--- src/rtl/rd_fwft_ctrl.sv ---
// rtl/rd_fwft_ctrl.sv - async FIFO read-side consumer presenting a first-word-fall-through stream
module rd_fwft_ctrl #(
    parameter int DATA_WIDTH = 8
) (
    input  logic                  rclk,
    input  logic                  rrst_n,
    input  logic                  rempty,
    output logic                  rinc,
    input  logic [DATA_WIDTH-1:0] mem_rdata,
    output logic [DATA_WIDTH-1:0] out_data,
    output logic                  out_valid,
    input  logic                  out_ready,
    output logic [1:0]            buf_level
);

    typedef enum logic [1:0] {
        EMPTY = 2'd0,
        ONE   = 2'd1,
        TWO   = 2'd2
    } buf_state_t;

    buf_state_t            state;
    buf_state_t            state_nxt;
    logic                  inflight;
    logic [DATA_WIDTH-1:0] entry [2];
    logic                  head;
    logic                  tail;
    logic                  out_fire;
    logic [2:0]            occ_after;

    // Occupancy after this edge's fire, counting the read already in flight;
    // popping only below 2 guarantees the returning word always has a slot.
    always_comb begin
        out_fire  = out_valid & out_ready;
        occ_after = {1'b0, state} + {2'b00, inflight} - {2'b00, out_fire};
        rinc      = ~rempty & (occ_after < 3'd2);
        state_nxt = state;
        case (state)
            EMPTY: begin
                if (inflight) state_nxt = ONE;
            end
            ONE: begin
                if (inflight & ~out_fire)      state_nxt = TWO;
                else if (~inflight & out_fire) state_nxt = EMPTY;
            end
            TWO: begin
                if (~inflight & out_fire) state_nxt = ONE;
            end
            default: state_nxt = EMPTY;
        endcase
    end

    always_ff @(posedge rclk or negedge rrst_n) begin
        if (!rrst_n) begin
            state     <= EMPTY;
            out_valid <= 1'b0;
            inflight  <= 1'b0;
            head      <= 1'b0;
            tail      <= 1'b0;
            entry[0]  <= '0;
            entry[1]  <= '0;
        end else begin
            state     <= state_nxt;
            out_valid <= (state_nxt != EMPTY);
            inflight  <= rinc;
            if (inflight) begin
                entry[tail] <= mem_rdata;
                tail        <= ~tail;
            end
            if (out_fire) begin
                head <= ~head;
            end
        end
    end

    assign out_data  = entry[head];
    assign buf_level = state;

    a_no_overrun: assert property (@(posedge rclk) disable iff (!rrst_n)
        !(inflight && state == TWO && !out_fire));

endmodule

--- config.mk ---
export PLATFORM = sky130hd
export DESIGN_NAME = rd_fwft_ctrl
export DESIGN_NICKNAME = d
export VERILOG_FILES = /design/src/rtl/rd_fwft_ctrl.sv
export SDC_FILE = /design/constraint.sdc
export NUM_CORES = 1
export LEC_CHECK = 0
export BUFFER_PORTS_ARGS = -buffer_cell sky130_fd_sc_hd__buf_4
export CORE_MARGIN = 4
export CORE_UTILIZATION = 40
export DETAILED_ROUTE_END_ITERATION = 8
export GPL_TIMING_DRIVEN = 1
export PLACE_DENSITY = 0.62
export SLEW_MARGIN = 30
export SYNTH_ARGS = -nofsm -noshare
export SYNTH_HDL_FRONTEND = slang
export SYNTH_SLANG_ARGS = --single-unit
--- constraint.sdc ---
create_clock -name rclk -period 2 [get_ports rclk]
set_clock_uncertainty 0.2 [all_clocks]
set_input_delay 0.2 -clock rclk [delete_from_list [all_inputs] [get_ports rclk]]
set_output_delay 0.2 -clock rclk [all_outputs]
set_load 0.05 [all_outputs]
Word level (Yosys, flattened, before mapping):

Cells that the tools add are included.
W data, S select, Z words.

* reductions and logical operators: 3
* muxes and demuxes: 11
* order comparisons: 4
* add/sub/neg operators: 2
* bitwise operators: 11
* eq/ne operators: 2

Operators with widths (number)
* $mux W8: 4
* $bwmux W16: 1
* $demux W8 S1: 1
* $mux W2: 4
* $pmux W2 S3: 1
* $not A1 Y1: 5
* $and A1 B1 Y1: 4
* $ge A2 B2 Y1 const B: 2
* $not A1 Y2: 2
* $add A2 B1 Y3: 1
* $lt A3 B2 Y1 const B: 1
* $sub A3 B1 Y3: 1
* $eq A2 B1 Y1 const B: 1
* $eq A2 B2 Y1 const B: 1
* $logic_not A2 Y1: 1
* $lt A2 B1 Y1 const B: 1
* $reduce_bool A2 Y1: 1
* $logic_and A1 B1 Y1: 1

* output and inout port bits: 12
* register bits: 22

Depth between registers and ports, before layout:

* word-level depth: 6
* mapped depth: 7
* depth with buffers taken out: 6

Worst setup path before layout:

No wires, ideal clock.

* kind: flip-flop to flip-flop
* start: reg out_valid
* end: reg inflight
* stages on the path, launching flop included: 7
* path slack: -1.242 ns
* data arrival time: 2.790 ns
* buffers on the path: 0
* library setup time: 0.252 ns
* path through: dfrtp_1 nand2_1 and2_2 o21ai_0 fa_1 xor2_1 nor3b_1

* cells in the longest elaborated chain, start to end: 4

RTL lines
* start, declared: line 11 `output logic out_valid,`
* start signal, assigned: line 64 `out_valid <= (state_nxt != EMPTY);`
* $and A1 B1 Y1: line 34 `out_fire = out_valid & out_ready;`
* $sub A3 B1 Y3: line 35 `occ_after = {1'b0, state} + {2'b00, inflight} - {2'b00, out_fire};`
* $lt A3 B2 Y1: line 36 `rinc = ~rempty & (occ_after < 3'd2);`
* $and A1 B1 Y1: line 36
* named net rinc: line 8 `output logic rinc,`
* end signal, assigned: line 65 `inflight <= rinc;`
* end, declared: line 24 `logic inflight;`

The timed path passes the listed nets, and every way through them passes these cells.
A chain may end at the register's enable or synchronous reset.

Final worst setup path:

* start: reg out_valid
* end: out rinc

* cells in the longest elaborated chain, start to end: 4

RTL lines (line)
* $and A1 B1 Y1: 34
* $sub A3 B1 Y3: 35
* $lt A3 B2 Y1: 36
* $and A1 B1 Y1: 36
* end, declared: 8

No other way between the ends.

==> flow_metrics.env <==
export IMPL_num_antenna_cells=0
export IMPL_pre_cts_slack_ns=-0.0572
export IMPL_port_buffers=23
export IMPL_synth_area_um2=1090
export IMPL_worst_setup_path_start_kind="flop"
export IMPL_cts_buffers=3
export IMPL_finalMaxSlewViolations=0
export IMPL_crit_family="adder cells"
export IMPL_status="finished with violations"
export IMPL_cp_arrival_ns=1.91
export IMPL_cts_num_sinks=22
export IMPL_cpPeakStageDelay_ns=0.52
export IMPL_cp_required_ns=1.60
export IMPL_track_usage_pct=12.8
export IMPL_remaining_drc_errors=0
export IMPL_vias_per_cell=4.89
export IMPL_synth_edff_count=0
export IMPL_cts_tree="built"
export IMPL_fin_crit_sh_pct=116
export IMPL_synth_top_flop_cell="dfrtp_1"
export IMPL_wire_per_inst_um=13.7
export IMPL_path_cells="nand2_2 > and2_4 > o21ai_2 > fa_2 > nor3b_4 > buf_6"
export IMPL_clkTransAtPathRegs_ns=0.11
export IMPL_synth_cell_type_count=24
export IMPL_syn_inst=75
export IMPL_fin_nets=131
export IMPL_finalSetupViolations=1
export IMPL_rsz0062_at_grt="true"
export IMPL_syn_avg_cell_area_um2=14.6
export IMPL_max_cap_viol_count=0
export IMPL_grt_overflow=0
export IMPL_crit_fanout=3
export IMPL_critPathCaptureType="output pin"
export IMPL_synthTopCellsByArea="dfrtp_1 (50%), mux2_2 (16%), mux2_4 (11%)"
export IMPL_area_growth_pct=36.5
export IMPL_cts_path_max_buffers=2
export IMPL_synth_top_area_share_pct=50.3
export IMPL_synthArstFlopShare_pct=100
export IMPL_antenna_found_initial=0
export IMPL_worst_slack_ns=-0.315
export IMPL_critPathSlowestCell="fa_2"
export IMPL_gp_congestion=0.756
export IMPL_tightest_slew_ns=0.429
export IMPL_grt_pass1_vias=755
export IMPL_finalWirelength_um=2010
export IMPL_synth_area_leader_cell="dfrtp_1"
export IMPL_hold_class="input pin to flop"
export IMPL_die_height_um=60.3
export IMPL_yosysWarnings=0
export IMPL_io_pins=24
export IMPL_die_area_um2=3630
export IMPL_ant_nets=0
export IMPL_core_area_um2=2540
export IMPL_syn_nets=89
export IMPL_clockRootBuffer="clkbuf_4"
export IMPL_ys_seq_area_share_pct=50.3
export IMPL_initial_core_util_pct=43.0
export IMPL_cts_max_level=1
export IMPL_fmax_mhz=432
export IMPL_fill_cells=224
export IMPL_vias=714
export IMPL_die_w_um=60.3
export IMPL_crit_type="flop to output pin"
export IMPL_dp_hpwl_um=1390
export IMPL_final_hold_violation_count=0
export IMPL_firstDrtPassIters=2
export IMPL_drive_gt1_share_pct=62.1
export IMPL_drtIter0Drc=20
export IMPL_crit_buf_inv=1
export IMPL_grt_pass1_wl_um=3480
export IMPL_violations="negative setup slack"
export IMPL_finalCriticalPeriod_ns=2.31
export IMPL_grt_max_degree=23
export IMPL_rows=18
export IMPL_slew_headroom_pct=71.4
export IMPL_ys_ff_latch=22
export IMPL_clock_latency_ns=0.30
[registers in the layout, summed over array words and instances (netlist names)]
name and cells:
entry 16, inflight 1, out_valid 1, head 1, tail 1, buf_level 2
[worst min-delay path, cell delays in order]
cell and delay, ns:
buf_4 0.09, nor3b_4 0.04, buf_4 0.12, buf_4 0.12
[layout by cell type, fill, tap and decap left out]
master,instances
buf_4,31
o32ai_1,1
mux2_4,8
o22ai_1,2
ha_1,1
nor2b_4,1
mux2i_1,2
inv_4,1
and2b_2,1
dlygate4sd3_1,9
nand2b_1,2
dfrtp_1,20
o21bai_1,1
nor3b_4,1
dfrtp_2,2
fa_2,1
nand3b_4,1
mux2_2,16
and2_4,1
xor2_1,1
xnor2_1,1
o21ai_2,1
nand2_1,1
nand2_2,2
a21oi_1,2
buf_6,1
clkbuf_1,1
clkbuf_4,3
xor2_2,1
[logic make-up (layout without fill, tap and decap cells)]
family | count (synthesis) | count (layout) | share of synthesized area, %
multiplexers | 26 | 26 | 29.3
flip-flops | 22 | 22 | 50.3
AND/OR/NAND/NOR | 10 | 10 | 7.67
AO/OA/AOI/OAI | 7 | 7 | 4.00
buffers and inverters | 5 | 46 | 3.32
XOR/XNOR | 3 | 3 | 2.40
adder cells (fa/ha/maj) | 2 | 2 | 2.97
[per-stage QoR]
step | utilization (%) | hold slack [ns] | area (µm²) | std cells | TNS (ns)
final | 58.7 | 0.0986 | 1490 | 146 | -0.315
after global routing | 58.7 | 0.0855 | 1490 | 146 | -0.423
after CTS | 58.7 | 0.0879 | 1490 | 146 | -0.338
after detailed placement | 53.2 | -0.0990 | 1360 | 131 | -0.0572
after global placement | 53.2 | -0.0944 | 1360 | 131 | -0.0253
after floorplan | - | -0.296 | 1120 | 75 | -0.611
[final timing paths]
check | depth (start not counted) | to | slack [ns] | from
max reg2reg | 7 | inflight | 0.05 | inflight
max | 6 | rinc | -0.31 | out_valid
min reg2reg | 1 | entry[5] | 0.31 | entry[5]
min | 4 | inflight | 0.1 | rempty
min in group asynchronous | 2 | entry[15] | 0.11 | rrst_n
max in group asynchronous | 2 | buf_level[0] | 1.26 | rrst_n
[cell usage after synthesis (2+ instances only)]
cell type / instances
dfrtp_1: 22
mux2i_1: 2
a21oi_1: 2
buf_6: 2
mux2_2: 16
mux2_4: 8
buf_2: 2
nand2b_1: 2
xor2_1: 2
o22ai_1: 2
nand2_1: 2
[cell type report]
cell class                 count  area [µm²]  share of cell area [%]
sequential                    22         553                    37.0
clock buffer                   4        26.3                    1.76
multi-input combinational     48         536                    35.9
timing repair buffer          41         334                    22.4
inverter                       1        6.26                   0.419
tap                           30        37.5                    2.51
[layer usage]
layer / vias to the layer above / part of all wire [%] / track usage (%)
li1: 344 / - / -
met1: 355 / 46 / 17.9
met2: 13 / 48 / 19.9
met3: 2 / 4.9 / 4.10
met4: 0 / 0.65 / 1.90
met5: - / 0 / 0
[timing repair]
action / 4_1_cts / 5_1_grt
setup buffers: 2 / 0
hold buffers: 9 / 0
pin swaps: 2 / 0
setup endpoints to repair: 1 / 2
hold endpoints to repair: 38 / 0
resized for setup: 2 / 0
Power is not shown: default switching activity piles up to over one toggle a cycle in this logic, so the estimate is an artifact.
